<file path="src/rtl/ram_arbiter_if.sv">
// ram_arbiter_if: bundles the CPU, device and RAM signal groups of the
// RAM arbiter.
//
// Modports
//   slave  : the arbiter side. Requests come in, grants and read returns go
//            out, and the RAM control outputs plus mem_rdata are here too.
//   master : the environment side. This covers the requesters and the RAM.
//
// Signals
//   cpu_req/cpu_we/cpu_addr/cpu_wdata -> arbiter
//   cpu_gnt/cpu_rvalid/cpu_rdata      <- arbiter
//   dev_req/dev_we/dev_addr/dev_wdata/dev_lock -> arbiter
//   dev_gnt/dev_rvalid/dev_rdata      <- arbiter
//   mem_en/mem_we/mem_addr/mem_wdata  <- arbiter (RAM port)
//   mem_rdata                         -> arbiter (one-cycle RAM read data)
interface ram_arbiter_if #(
    parameter int ADDR_W = 17,
    parameter int DATA_W = 32
);
    logic              cpu_req;
    logic              cpu_we;
    logic [ADDR_W-1:0] cpu_addr;
    logic [DATA_W-1:0] cpu_wdata;
    logic              cpu_gnt;
    logic              cpu_rvalid;
    logic [DATA_W-1:0] cpu_rdata;

    logic              dev_req;
    logic              dev_we;
    logic [ADDR_W-1:0] dev_addr;
    logic [DATA_W-1:0] dev_wdata;
    logic              dev_lock;
    logic              dev_gnt;
    logic              dev_rvalid;
    logic [DATA_W-1:0] dev_rdata;

    logic              mem_en;
    logic              mem_we;
    logic [ADDR_W-1:0] mem_addr;
    logic [DATA_W-1:0] mem_wdata;
    logic [DATA_W-1:0] mem_rdata;

    modport slave (
        input  cpu_req, cpu_we, cpu_addr, cpu_wdata,
        output cpu_gnt, cpu_rvalid, cpu_rdata,
        input  dev_req, dev_we, dev_addr, dev_wdata, dev_lock,
        output dev_gnt, dev_rvalid, dev_rdata,
        output mem_en, mem_we, mem_addr, mem_wdata,
        input  mem_rdata
    );

    modport master (
        output cpu_req, cpu_we, cpu_addr, cpu_wdata,
        input  cpu_gnt, cpu_rvalid, cpu_rdata,
        output dev_req, dev_we, dev_addr, dev_wdata, dev_lock,
        input  dev_gnt, dev_rvalid, dev_rdata,
        input  mem_en, mem_we, mem_addr, mem_wdata,
        output mem_rdata
    );
endinterface

</file>
<file path="src/rtl/ram_arbiter.sv">
// ram_arbiter: shares one single-port synchronous RAM between the CPU memory
// stage and one device port.
//
// The CPU has fixed priority, with two exceptions. A starvation counter
// forces a device grant after STARVE_MAX denied cycles. A lock mode lets the
// device hold the RAM for up to LOCK_MAX back-to-back grants; after that the
// CPU is given a guaranteed RELEASE slot. Grants are combinational. Read data
// returns one cycle after the grant and is routed to the requester that was
// granted.
//
// Ports
//   clk        : clock (rising edge)
//   reset_low  : asynchronous, active-low reset
//   bus        : ram_arbiter_if.slave, which carries the CPU, device and RAM groups
//   stat_clr, stat_cpu_stall, stat_dev_force : exist only when
//                RAM_ARB_STATS_EN is defined
//
// Optional feature macro: RAM_ARB_STATS_EN. It adds saturating stall and
// forced-grant counters.
module ram_arbiter #(
    parameter int ADDR_W     = 17,
    parameter int DATA_W     = 32,
    parameter int STARVE_MAX = 4,
    parameter int LOCK_MAX   = 8
) (
    input  logic        clk,
    input  logic        reset_low,
`ifdef RAM_ARB_STATS_EN
    input  logic        stat_clr,
    output logic [15:0] stat_cpu_stall,
    output logic [15:0] stat_dev_force,
`endif
    ram_arbiter_if.slave bus
);
    localparam logic [7:0] STARVE_LIM = 8'(STARVE_MAX);
    localparam logic [7:0] LOCK_LIM   = 8'(LOCK_MAX);

    typedef enum logic [1:0] {
        ST_ARB     = 2'd0,
        ST_LOCK    = 2'd1,
        ST_RELEASE = 2'd2
    } state_t;

    state_t     state_reg;
    logic [7:0] starve_cnt_reg;
    logic [7:0] lock_cnt_reg;
    logic [7:0] lock_cnt_next;
    logic       cpu_rvalid_reg;
    logic       dev_rvalid_reg;

    logic       arb_mode;
    logic       force_dev;
    logic       cpu_gnt_c;
    logic       dev_gnt_c;

    assign lock_cnt_next = lock_cnt_reg + 8'd1;

    // Grant decision. A LOCK cycle with dev_req or dev_lock low falls back
    // to normal priority arbitration in that same cycle.
    always_comb begin
        arb_mode  = 1'b0;
        force_dev = 1'b0;
        cpu_gnt_c = 1'b0;
        dev_gnt_c = 1'b0;
        case (state_reg)
            ST_LOCK: begin
                if (bus.dev_req && bus.dev_lock) begin
                    dev_gnt_c = 1'b1;
                end else begin
                    arb_mode = 1'b1;
                end
            end
            ST_RELEASE: begin
                cpu_gnt_c = bus.cpu_req;
                dev_gnt_c = bus.dev_req && !bus.cpu_req;
            end
            default: arb_mode = 1'b1;
        endcase
        if (arb_mode) begin
            force_dev = bus.dev_req && (starve_cnt_reg == STARVE_LIM);
            dev_gnt_c = bus.dev_req && (force_dev || !bus.cpu_req);
            cpu_gnt_c = bus.cpu_req && !dev_gnt_c;
        end
        // Grants are combinational, so they have to be masked explicitly to
        // keep every output at 0 while reset is held.
        if (!reset_low) begin
            force_dev = 1'b0;
            cpu_gnt_c = 1'b0;
            dev_gnt_c = 1'b0;
        end
    end

    assign bus.cpu_gnt = cpu_gnt_c;
    assign bus.dev_gnt = dev_gnt_c;

    // RAM port mux. It drives zeros on idle cycles so the address and data
    // buses stay quiet.
    assign bus.mem_en    = cpu_gnt_c | dev_gnt_c;
    assign bus.mem_we    = cpu_gnt_c ? bus.cpu_we    : (dev_gnt_c ? bus.dev_we    : 1'b0);
    assign bus.mem_addr  = cpu_gnt_c ? bus.cpu_addr  : (dev_gnt_c ? bus.dev_addr  : '0);
    assign bus.mem_wdata = cpu_gnt_c ? bus.cpu_wdata : (dev_gnt_c ? bus.dev_wdata : '0);

    // The read-return tag is stored as one bit per requester: granted AND
    // not a write. Writes therefore never produce an rvalid.
    assign bus.cpu_rvalid = cpu_rvalid_reg;
    assign bus.dev_rvalid = dev_rvalid_reg;
    assign bus.cpu_rdata  = cpu_rvalid_reg ? bus.mem_rdata : '0;
    assign bus.dev_rdata  = dev_rvalid_reg ? bus.mem_rdata : '0;

    always_ff @(posedge clk or negedge reset_low) begin
        if (!reset_low) begin
            state_reg      <= ST_ARB;
            starve_cnt_reg <= 8'd0;
            lock_cnt_reg   <= 8'd0;
            cpu_rvalid_reg <= 1'b0;
            dev_rvalid_reg <= 1'b0;
        end else begin
            cpu_rvalid_reg <= cpu_gnt_c && !bus.cpu_we;
            dev_rvalid_reg <= dev_gnt_c && !bus.dev_we;

            if (bus.dev_req && !dev_gnt_c) begin
                if (starve_cnt_reg != STARVE_LIM) begin
                    starve_cnt_reg <= starve_cnt_reg + 8'd1;
                end
            end else begin
                starve_cnt_reg <= 8'd0;
            end

            if (arb_mode) begin
                // Lock mode can only be entered from a priority-arbitrated
                // cycle. The first grant counts as lock grant number one.
                if (dev_gnt_c && bus.dev_lock) begin
                    state_reg    <= ST_LOCK;
                    lock_cnt_reg <= 8'd1;
                end else begin
                    state_reg <= ST_ARB;
                end
            end else if (state_reg == ST_LOCK) begin
                lock_cnt_reg <= lock_cnt_next;
                if (lock_cnt_next == LOCK_LIM) begin
                    state_reg <= ST_RELEASE;
                end
            end else begin
                state_reg <= ST_ARB;
            end
        end
    end

`ifdef RAM_ARB_STATS_EN
    logic [15:0] stat_cpu_stall_reg;
    logic [15:0] stat_dev_force_reg;

    assign stat_cpu_stall = stat_cpu_stall_reg;
    assign stat_dev_force = stat_dev_force_reg;

    always_ff @(posedge clk or negedge reset_low) begin
        if (!reset_low) begin
            stat_cpu_stall_reg <= 16'd0;
            stat_dev_force_reg <= 16'd0;
        end else if (stat_clr) begin
            stat_cpu_stall_reg <= 16'd0;
            stat_dev_force_reg <= 16'd0;
        end else begin
            if (bus.cpu_req && !cpu_gnt_c && (stat_cpu_stall_reg != 16'hFFFF)) begin
                stat_cpu_stall_reg <= stat_cpu_stall_reg + 16'd1;
            end
            if (force_dev && (stat_dev_force_reg != 16'hFFFF)) begin
                stat_dev_force_reg <= stat_dev_force_reg + 16'd1;
            end
        end
    end
`else
    // Statistics disabled: no counters and no extra ports. Arbitration
    // behaviour is unchanged.
`endif

endmodule

</file>
<file path="src/flat_wrapper.sv">
// flat-port wrapper written by rule: the top's interface ports become plain ports
module ram_arbiter_flat 
#(
    parameter int ADDR_W     = 17,
    parameter int DATA_W     = 32,
    parameter int STARVE_MAX = 4,
    parameter int LOCK_MAX   = 8
)
  (clk, reset_low, bus_cpu_req, bus_cpu_we, bus_cpu_addr, bus_cpu_wdata, bus_cpu_gnt, bus_cpu_rvalid, bus_cpu_rdata, bus_dev_req, bus_dev_we, bus_dev_addr, bus_dev_wdata, bus_dev_lock, bus_dev_gnt, bus_dev_rvalid, bus_dev_rdata, bus_mem_en, bus_mem_we, bus_mem_addr, bus_mem_wdata, bus_mem_rdata);
  ram_arbiter_if #(.ADDR_W(ADDR_W), .DATA_W(DATA_W)) bus_i ();
  input  logic clk;
  input  logic reset_low;
  input wire logic [$bits(bus_i.cpu_req)-1:0] bus_cpu_req;
  input wire logic [$bits(bus_i.cpu_we)-1:0] bus_cpu_we;
  input wire logic [$bits(bus_i.cpu_addr)-1:0] bus_cpu_addr;
  input wire logic [$bits(bus_i.cpu_wdata)-1:0] bus_cpu_wdata;
  output wire logic [$bits(bus_i.cpu_gnt)-1:0] bus_cpu_gnt;
  output wire logic [$bits(bus_i.cpu_rvalid)-1:0] bus_cpu_rvalid;
  output wire logic [$bits(bus_i.cpu_rdata)-1:0] bus_cpu_rdata;
  input wire logic [$bits(bus_i.dev_req)-1:0] bus_dev_req;
  input wire logic [$bits(bus_i.dev_we)-1:0] bus_dev_we;
  input wire logic [$bits(bus_i.dev_addr)-1:0] bus_dev_addr;
  input wire logic [$bits(bus_i.dev_wdata)-1:0] bus_dev_wdata;
  input wire logic [$bits(bus_i.dev_lock)-1:0] bus_dev_lock;
  output wire logic [$bits(bus_i.dev_gnt)-1:0] bus_dev_gnt;
  output wire logic [$bits(bus_i.dev_rvalid)-1:0] bus_dev_rvalid;
  output wire logic [$bits(bus_i.dev_rdata)-1:0] bus_dev_rdata;
  output wire logic [$bits(bus_i.mem_en)-1:0] bus_mem_en;
  output wire logic [$bits(bus_i.mem_we)-1:0] bus_mem_we;
  output wire logic [$bits(bus_i.mem_addr)-1:0] bus_mem_addr;
  output wire logic [$bits(bus_i.mem_wdata)-1:0] bus_mem_wdata;
  input wire logic [$bits(bus_i.mem_rdata)-1:0] bus_mem_rdata;
  assign bus_i.cpu_req = bus_cpu_req;
  assign bus_i.cpu_we = bus_cpu_we;
  assign bus_i.cpu_addr = bus_cpu_addr;
  assign bus_i.cpu_wdata = bus_cpu_wdata;
  assign bus_cpu_gnt = bus_i.cpu_gnt;
  assign bus_cpu_rvalid = bus_i.cpu_rvalid;
  assign bus_cpu_rdata = bus_i.cpu_rdata;
  assign bus_i.dev_req = bus_dev_req;
  assign bus_i.dev_we = bus_dev_we;
  assign bus_i.dev_addr = bus_dev_addr;
  assign bus_i.dev_wdata = bus_dev_wdata;
  assign bus_i.dev_lock = bus_dev_lock;
  assign bus_dev_gnt = bus_i.dev_gnt;
  assign bus_dev_rvalid = bus_i.dev_rvalid;
  assign bus_dev_rdata = bus_i.dev_rdata;
  assign bus_mem_en = bus_i.mem_en;
  assign bus_mem_we = bus_i.mem_we;
  assign bus_mem_addr = bus_i.mem_addr;
  assign bus_mem_wdata = bus_i.mem_wdata;
  assign bus_i.mem_rdata = bus_mem_rdata;
  ram_arbiter #(.ADDR_W(ADDR_W), .DATA_W(DATA_W), .STARVE_MAX(STARVE_MAX), .LOCK_MAX(LOCK_MAX)) u_core (.clk(clk), .reset_low(reset_low), .bus(bus_i));
endmodule
</file>
<file path="config.mk">
export PLATFORM = sky130hd
export DESIGN_NAME = ram_arbiter_flat
export DESIGN_NICKNAME = d
export VERILOG_FILES = /design/src/rtl/ram_arbiter_if.sv /design/src/rtl/ram_arbiter.sv /design/src/flat_wrapper.sv
export SDC_FILE = /design/constraint.sdc
export NUM_CORES = 1
export LEC_CHECK = 0
export CORE_AREA = 8 8 72 136
export CTS_BUF_LIST = sky130_fd_sc_hd__clkbuf_4
export DETAILED_ROUTE_END_ITERATION = 12
export DIE_AREA = 0 0 80 144
export PLACE_DENSITY = 0.88
export SYNTH_ARGS = -nofsm -noshare
export SYNTH_HDL_FRONTEND = slang
export SYNTH_SLANG_ARGS = --single-unit
</file>
<file path="constraint.sdc">
create_clock -name clk -period 5.5 [get_ports clk]
set_input_delay 1.65 -clock clk [delete_from_list [all_inputs] [get_ports clk]]
set_output_delay 1.65 -clock clk [all_outputs]
set_load 0.005 [all_outputs]
</file>
==> results of run 1 <==
layout by cell type, fill, tap and decap left out, types with 3 or more instances in the layout:
cell             instances
buf_4                   12
nor2_1                  16
nor3_1                   7
dfrtp_1                 20
dlymetal6s2s_1           4
a21oi_1                  5
and3_1                   5
inv_1                   54
o21ai_0                  3
nand3_1                  8
ha_1                     5
and2_1                  66
nand2_1                 63
o21a_1                   4
mux2i_1                 52
clkbuf_4                 3
clkdlybuf4s50_1        250
xnor2_1                  3
buf_12                   6
timing repair:
item                       4_1_cts  5_1_grt
cloned                           0        2
pin swaps                        0        2
hold buffers                     0        0
hold endpoints to repair         0        0
setup endpoints to repair       43       38
setup buffers                    0        2
resized for setup                1       11
final cells by class:
| cell class | count | area, um^2 |
|---|---|---|
| Antenna cell | 1 | 2.502 |
| Clock buffer | 3 | 22.52 |
| Clock inverter | 1 | 3.754 |
| Fill cell | 702 | 2683 |
| Inverter | 54 | 202.7 |
| Multi-Input combinational cell | 267 | 1770 |
| Sequential cell | 20 | 500.5 |
| Tap cell | 98 | 122.6 |
| Timing Repair Buffer | 275 | 2808 |
routing by layer:
| metal | vias to the layer above | wire [um] | GRT usage |
|---|---|---|---|
| li1 | 1663 | - | - |
| met1 | 1483 | 5001 | 0.2348 |
| met2 | 221 | 5955 | 0.3388 |
| met3 | 28 | 2495 | 0.1619 |
| met4 | 20 | 173 | 0.02799 |
| met5 | - | 141 | 0 |
cell usage after synthesis (3+ instances only):
cell / n / area [um^2]
and3_1: 5 / 31.28
dfrtp_1: 20 / 500.5
buf_12: 5 / 100.1
ha_1: 5 / 62.56
inv_1: 54 / 202.7
nand3_1: 8 / 40.04
mux2i_1: 52 / 520.5
xnor2_1: 3 / 26.28
buf_2: 4 / 20.02
clkbuf_1: 7 / 26.28
nand2_1: 63 / 236.5
and2_1: 66 / 412.9
o21ai_0: 3 / 15.01
a21oi_1: 5 / 25.02
nor3_1: 7 / 35.03
clkbuf_8: 3 / 41.29
nor2_1: 16 / 60.06
o21a_1: 4 / 30.03
stage by stage:
step | util | power [W] | cell area [um^2]
finish | 0.6694 | 0.0005371 | 5433
CTS | 0.6586 | 0.0005348 | 5345
detailed placement | 0.6556 | 0.0004630 | 5320
floorplan | - | 0.0002633 | 2646
global route | 0.6691 | 0.0005694 | 5430
global placement | 0.6556 | 0.0004577 | 5320
worst max-delay path, cell delays in order:
cell             delay [ps]
clkdlybuf4s50_1         530
or2b_1                  130
nand3_2                 100
nor2_4                  160
o211a_4                 250
buf_12                  170
mux2i_1                 220
clkdlybuf4s50_1         550
power breakdown:
part	switching, W	internal [W]
registers	0.0000102	0.000154
logic	0.000102	0.000200
clock network	0.0000456	0.0000264
total	0.000157	0.000380
path summary, 6_finish.rpt:
kind,to,slack (ps),cells after the start
max,bus_mem_wdata[20],80,8
min,u_core.lock_cnt_reg[0],540,1
max reg2reg,u_core.lock_cnt_reg[7],3310,8
min reg2reg,u_core.lock_cnt_reg[0],540,1
max in group asynchronous,u_core.lock_cnt_reg[6],3470,2
min in group asynchronous,u_core.state_reg[1],1760,2
kinds of logic (layout without fill, tap and decap cells):
group,count (synthesis),in the layout
buffers and inverters,74,333
DFF,20,20
AOI/OAI and AO/OA,23,24
xor gates and xnor gates,5,5
muxes,52,52
adders and majority gates,5,5
other,0,1
and+or+nand+nor,181,181
==> metrics.csv, run 1 <==
stage,metric,value,unit
status,outcome,finished clean,
layout,area grow syn2layout,105.3,%
setup_path,crit path max fanout,12,
drt,wire per inst,19.15,um
die,die footprint,0.01152,mm^2
placed_design,dpl cells,710,
sta,TNS Setup,0,ps
yosys,XOR/XNOR Fraction of Synth Area,0.01655,
min_path,Hold WC Path Type,flip-flop to flip-flop,
sta,final worst setup slack,80.73,ps
yosys,Post-synth EDFFs,0,
yosys,post-synthesis sequential area ratio,0.1891,
clock_tree,Clock Sinks,20,
global_routing,total congestion overflow,0,
die,core region area,0.008115,mm^2
layout,Final #Nets,763,
placed_design,Port Buffer Count,255,
drt,final WL,13.77,mm
clock_tree,maximum clock insertion buffer count,2,
layout,share of cells above drive strength 1,0.05484,
yosys,combinational family with the most area after synthesis,simple AND/OR/NAND/NOR gates,
yosys,Syn Std Cell Area,0.002646,mm^2
clock_tree,htree depth,1,
yosys,Post-synth top flop,dfrtp_1,
drt,DRC viols,0,
sta,Fin. Hold Viols,0,
clock_tree,CTS Buf Count,3,
drt,Pre-antenna DRT Iters,4,
min_path,Hold Crit Start,u_core.lock_cnt_reg[0],
sta,count of final setup violators,0,
yosys,Yosys Warn Count,0,
drt,via count,3415,
placed_design,hpwl dp,12.06,mm
layout,non-filler instance count after layout,719,
yosys,Mapped Cells,360,
global_routing,largest net degree at the start of global routing,34,
drt,drt initial violations,77,
die,die width,80,um
power,leakage,2.383,nW
yosys,multiplexer share of the synthesized area,0.1967,
yosys,syn_nets,502,
placed_design,RD Place Congestion,0.9400,
drt,via/cell ratio,4.750,
sta,RSZ-0062 raised after global routing,yes,
sta,Worst Tran Pin Value,723.7,ps
yosys,Synth cell types,43,
die,Initial Util,0.3261,
setup_path,Crit. Startpoint,bus_cpu_req,
setup_path,Crit Path Class,input pin to primary output,
clock_tree,later-pin clock latency in the skew report,300,ps
yosys,Async SR Flop Fraction,1.000,
setup_path,r2r startpoint,u_core.starve_cnt_reg[0],
global_routing,Total GRT Usage,0.2175,
die,IO Pins,256,
global_routing,initial antenna violation count,11,
setup_path,Worst setup SP type,input pin,
sta,fin crit share,0.9853,
setup_path,Critical Path AT,3770,ps
placed_design,Place WS,-73.55,ps
die,Die Ht,144,um
yosys,Simple-Gate Fraction of Synth Area,0.3603,
sta,max_slew headroom,0.5176,
sta,fin crit period,5419,ps
drt,post-route ant nets,0,
setup_path,CP required,3850,ps
yosys,Synth Area in Compound Gates,0.06194,
power,Peak VDD IR,0.0001076,V
sta,maximum clock rate,0.1845,GHz
yosys,synthesis-stage register bit count,20,
clock_tree,clock-pin slew on the worst setup and hold paths,120,ps
global_routing,vias in the first global route,3351,
yosys,Syn Area/Cell,7.351,um^2
sta,Pins Over Slew Limit,0,
yosys,adder-cell share of the synthesized area,0.02364,
clock_tree,TritonCTS clock tree,yes,
setup_path,crit path capture type,primary output,
sta,clock skew,10.05,ps
flow_run,max-capacitance violation count,0,
sta,hold slack,542.4,ps
power,PD cells,98.87,mW/mm^2
global_routing,global-route wire length before repair,19.10,mm
clock_tree,Root Buffer Master,clkbuf_4,
die,std cell rows,47,
No activity file was read; power rests on OpenSTA's default activity.
==> inputs of run 2 (changes only) <==
==> constraint.sdc (replaced) <==
create_clock -name clk -period 5.5 [get_ports clk]
set_input_delay 0.825 -clock clk [delete_from_list [all_inputs] [get_ports clk]]
set_output_delay 0.825 -clock clk [all_outputs]
set_load 0.005 [all_outputs]
==> metrics.csv, run 2 (same netlist as run 1, synthesis figures left out) <==
stage,metric,value,unit
status,outcome,finished clean,
clock_tree,CTS Buf Count,3,
sta,fin crit share,0.8474,
drt,via/cell ratio,4.710,
setup_path,crit path max fanout,38,
clock_tree,maximum clock insertion buffer count,2,
die,core region area,0.008115,mm^2
sta,clock skew,0.9774,ps
clock_tree,Post-CTS Setup Bufs,0,
drt,final WL,13.37,mm
layout,area grow syn2layout,96.36,%
placed_design,dpl cells,698,
global_routing,global-route wire length before repair,19.04,mm
die,Initial Util,0.3261,
power,P_sw,0.0001530,W
global_routing,initial antenna violation count,8,
global_routing,largest net degree at the start of global routing,39,
clock_tree,htree depth,1,
clock_tree,TritonCTS clock tree,yes,
clock_tree,PostCTS Resize Cnt,0,
power,Clock Power Share,0.139,
drt,drt initial violations,125,
layout,most frequent cells in the layout,"255 x clkdlybuf4s50_1, 66 x and2_1, 63 x nand2_1, 54 x inv_1, 52 x mux2i_1",
sta,maximum clock rate,0.2146,GHz
power,PD cells,99.89,mW/mm^2
power,Sw Share,0.2948,
setup_path,Crit Path Class,input pin to primary output,
layout,share of cells above drive strength 1,0.02815,
clock_tree,Root Buffer Master,clkbuf_4,
sta,Worst Tran Pin Value,753.3,ps
die,die width,80,um
clock_tree,Clock Sinks,20,
setup_path,Critical Path AT,3840,ps
drt,via count,3311,
sta,count of final setup violators,0,
sta,fin crit period,4661,ps
power,Gate power share,0.545,
clock_tree,clock-pin slew on the worst setup and hold paths,110,ps
setup_path,CP required,4680,ps
setup_path,Worst setup SP type,input pin,
sta,max_slew headroom,0.4978,
layout,Final #Nets,747,
min_path,Hold WC Path Type,flip-flop to flip-flop,
power,leakage,2.209,nW
setup_path,crit path capture type,primary output,
clock_tree,later-pin clock latency in the skew report,300,ps
placed_design,hpwl dp,11.71,mm
flow_run,max-capacitance violation count,0,
die,die footprint,0.01152,mm^2
global_routing,Total GRT Usage,0.2168,
layout,"commonest non-fill, non-tap cell in the layout",clkdlybuf4s50_1,
drt,post-route ant nets,0,
die,IO Pins,256,
die,std cell rows,47,
sta,Fin. Hold Viols,0,
drt,wire per inst,19.02,um
power,Peak VDD IR,0.0001520,V
drt,Pre-antenna DRT Iters,4,
sta,Pins Over Slew Limit,0,
die,Die Ht,144,um
power,share of power burned in registers,0.317,
clock_tree,hold_buf cts,0,
layout,non-filler instance count after layout,703,
global_routing,vias in the first global route,3332,
drt,DRC viols,0,
power,Int Pwr,0.0003660,W
placed_design,Port Buffer Count,255,
placed_design,RD Place Congestion,0.9910,
sta,RSZ-0062 raised after global routing,no,
global_routing,total congestion overflow,0,
sta,TNS Setup,0,ps
## run 2: final cells by class
type                       instances  area (um^2)
clock inverter                     1        3.754
inverter                          54        202.7
sequential                        20        500.5
antenna                            1        2.502
fill                             711         2919
tap                               98        122.6
multi-input combinational        266         1752
timing repair buffer             260         2590
clock buffer                       3        22.52
## run 2: critical path: stages
cell and delay, ps:
clkdlybuf4s50_1 520, nand3_1 370, nand3_2 140, nor2_2 220, o211a_4 620, buf_4 300
mux2i_1 240, clkdlybuf4s50_1 550
## run 2: path summary, 6_finish.rpt
kind | startpoint | endpoint | slack, ps | depth (start not counted)
hold / removal | u_core.lock_cnt_reg[0] | u_core.lock_cnt_reg[0] | 550 | 1
hold reg to reg | u_core.lock_cnt_reg[0] | u_core.lock_cnt_reg[0] | 550 | 1
min in group asynchronous | reset_low | u_core.state_reg[1] | 830 | 1
setup reg to reg | u_core.starve_cnt_reg[0] | u_core.starve_cnt_reg[2] | 3000 | 7
max in group asynchronous | reset_low | u_core.lock_cnt_reg[6] | 4110 | 2
setup / recovery | bus_dev_req | bus_mem_addr[8] | 840 | 8
## run 2: layer usage
| layer | vias to the layer above | routed length, um | track usage |
|---|---|---|---|
| li1 | 1626 | - | - |
| met1 | 1414 | 4856 | 0.2354 |
| met2 | 239 | 5895 | 0.3400 |
| met3 | 18 | 2465 | 0.1619 |
| met4 | 14 | 71 | 0.01834 |
| met5 | - | 81 | 0 |
## run 2: power groups by stage
stage                     registers [W]  clock network [W]  logic [W]
after floorplan                0.000163                  0   0.000101
after global placement         0.000166                  0   0.000279
after detailed placement       0.000167                  0   0.000283
after CTS                      0.000164          0.0000729   0.000286
after global routing           0.000166          0.0000819   0.000305
final                          0.000164          0.0000719   0.000283
## run 2: stage by stage
step | cell area, um^2 | hold WS [ps] | total power (W) | utilization | setup WS (ps)
after floorplan | 2646 | 489.5 | 0.0002633 | - | 2650
after global placement | 5167 | 511.6 | 0.0004457 | 0.6368 | 974.7
after detailed placement | 5167 | 511.6 | 0.0004499 | 0.6368 | 842.3
after CTS | 5194 | 547.7 | 0.0005230 | 0.6400 | 850.6
after global routing | 5194 | 570.8 | 0.0005533 | 0.6400 | 667.8
final | 5196 | 551.0 | 0.0005190 | 0.6403 | 839.3
==> inputs of run 3 (changes only) <==
--- a/config.mk
+++ b/config.mk
@@ -5,11 +5,11 @@
 export SDC_FILE = /design/constraint.sdc
 export NUM_CORES = 1
 export LEC_CHECK = 0
-export CORE_AREA = 8 8 72 136
+export CORE_AREA = 8 8 75 142
 export CTS_BUF_LIST = sky130_fd_sc_hd__clkbuf_4
 export DETAILED_ROUTE_END_ITERATION = 12
-export DIE_AREA = 0 0 80 144
-export PLACE_DENSITY = 0.88
+export DIE_AREA = 0 0 83 150
+export PLACE_DENSITY = 0.81
 export SYNTH_ARGS = -nofsm -noshare
 export SYNTH_HDL_FRONTEND = slang
 export SYNTH_SLANG_ARGS = --single-unit
==> constraint.sdc (replaced) <==
create_clock -name clk -period 4.55 [get_ports clk]
set_input_delay 0.6825 -clock clk [delete_from_list [all_inputs] [get_ports clk]]
set_output_delay 0.6825 -clock clk [all_outputs]
set_load 0.005 [all_outputs]
==> metrics.csv, run 3 (same netlist as run 1, synthesis figures left out) <==
stage,metric,value,unit
global_routing,busiest metal layer after global routing,met2,
global_routing,vias in the first global route,3403,
clock_tree,TritonCTS clock tree,yes,
power,Peak VDD IR,0.0002114,V
min_path,Hold WC Path Type,flip-flop to flip-flop,
layout,fill count,820,
die,Initial Util,0.2977,
drt,wire per inst,19.04,um
layout,"commonest non-fill, non-tap cell in the layout",clkdlybuf4s50_1,
layout,area occupied by multi-input gates,0.001752,mm^2
placed_design,Port Buffer Count,255,
drt,post-route ant nets,0,
global_routing,largest net degree at the start of global routing,34,
die,std cell rows,49,
layout,most frequent cells in the layout,"255 x clkdlybuf4s50_1, 66 x and2_1, 63 x nand2_1, 54 x inv_1, 52 x mux2i_1",
clock_tree,maximum clock insertion buffer count,2,
die,die footprint,0.01245,mm^2
setup_path,R2R Setup Slk,2140,ps
clock_tree,Post-CTS Setup Bufs,0,
clock_tree,Root Buffer Master,clkbuf_4,
layout,Final #Nets,747,
die,Die Ht,150,um
sta,fin crit share,0.8955,
setup_path,CP endpoint,bus_mem_wdata[26],
sta,RSZ-0062 raised after global routing,no,
drt,via/cell ratio,4.728,
setup_path,Crit. Startpoint,bus_dev_req,
power,leakage,2.228,nW
setup_path,Worst setup SP type,input pin,
drt,DRC viols,0,
setup_path,crit path max fanout,27,
placed_design,RD Place Congestion,0.8843,
die,IO Pins,256,
drt,drt initial violations,83,
global_routing,met1 usage,0.2229,
sta,maximum clock rate,0.2454,GHz
power,PD cells,131.7,mW/mm^2
clock_tree,hold_buf cts,0,
clock_tree,later-pin clock latency in the skew report,310,ps
sta,fin crit period,4075,ps
flow_run,max-capacitance violation count,0,
global_routing,Total GRT Usage,0.2017,
placed_design,hpwl dp,11.66,mm
setup_path,crit path capture type,primary output,
setup_path,reg2reg path depth,8,
clock_tree,Clock Sinks,20,
sta,Pins Over Slew Limit,0,
setup_path,r2r startpoint,u_core.state_reg[1],
layout,Final Core Density,0.5906,
layout,share of cells above drive strength 1,0.02980,
status,outcome,finished clean,
sta,Fin. Hold Viols,0,
setup_path,CP required,3870,ps
setup_path,end of the worst register-to-register path,u_core.starve_cnt_reg[2],
die,die width,83,um
sta,Worst Tran Pin Value,802.8,ps
drt,via count,3338,
setup_path,Crit Path Class,input pin to primary output,
sta,count of final setup violators,0,
global_routing,total congestion overflow,0,
global_routing,global-route wire length before repair,20.11,mm
global_routing,initial antenna violation count,0,
clock_tree,CTS Buf Count,3,
layout,area grow syn2layout,98.39,%
clock_tree,clock-pin slew on the worst setup and hold paths,120,ps
global_routing,met2 Use GR,0.3794,
clock_tree,PostCTS Resize Cnt,0,
drt,final WL,13.44,mm
sta,clock skew,1.759,ps
clock_tree,htree depth,1,
layout,FF/Latch Area,500.5,um^2
setup_path,Critical Path AT,3390,ps
sta,max_slew headroom,0.4648,
layout,antenna cells,0,
sta,TNS Setup,0,ps
die,core region area,0.008890,mm^2
global_routing,met3 usage,0.05123,
drt,Pre-antenna DRT Iters,4,
==> run 3: cell count changes in the layout (fill, tap and decap cells not counted) <==
cell / before / now
buf_4: 5 / 3
bufinv_16: 0 / 1
diode_2: 1 / 0
clkinv_1: 1 / 0
buf_12: 0 / 2
==> run 3: final cells by class <==
cell class / instances / share of cell area
Inverter: 54 / 0.03861
Sequential cell: 20 / 0.09533
Tap cell: 102 / 0.02431
Timing Repair Buffer: 260 / 0.4981
Clock buffer: 3 / 0.004290
Clock inverter: 1 / 0.005720
Multi-Input combinational cell: 266 / 0.3337
==> run 3: through the flow <==
step / instances / total power (W) / instance area [um^2] / hold slack (ps) / setup slack, ps
detailed placement: 702 / 0.0005469 / 5197 / 524.1 / 524.7
global placement: 702 / 0.0005395 / 5197 / 515.4 / 640.0
floorplan: 360 / 0.0003183 / 2646 / 386.9 / 1942
CTS: 706 / 0.0006964 / 5250 / 541.5 / 492.9
finish: 706 / 0.0006916 / 5250 / 539.0 / 475.3
global route: 706 / 0.0007287 / 5250 / 559.1 / 349.4
==> run 3: worst max-delay path, cell delays in order <==
cell,delay [ps]
clkdlybuf4s50_1,530
nand3_1,380
nand3_2,160
nor2_2,240
o211a_4,370
buf_12,260
mux2i_1,220
clkdlybuf4s50_1,540
==> run 3: power by group <==
part           switching [W]  leakage [nW]  internal, W  total (W)
Clock              0.0000614        0.0279    0.0000891   0.000150
Sequential         0.0000130         0.272     0.000186   0.000199
Combinational       0.000116          1.93     0.000226   0.000342
Total               0.000191          2.23     0.000501   0.000692
==> run 3: layer usage <==
layer  share of wire  wire length, um
met1            0.38             5157
met2            0.53             7173
met3           0.074              996
met4          0.0085              114
met5               0                0
==> run 3: worst min-delay path by stage <==
stage                                 startpoint  slack, ps  cells after the start                     end
final                     u_core.lock_cnt_reg[0]        540                      1  u_core.lock_cnt_reg[0]
after global routing      u_core.lock_cnt_reg[5]        560                      1  u_core.lock_cnt_reg[5]
after CTS                 u_core.lock_cnt_reg[0]        540                      1  u_core.lock_cnt_reg[0]
after detailed placement  u_core.lock_cnt_reg[0]        520                      1  u_core.lock_cnt_reg[0]
after global placement    u_core.lock_cnt_reg[0]        520                      1  u_core.lock_cnt_reg[0]
after floorplan                        reset_low        390                      0   u_core.bus.cpu_rvalid
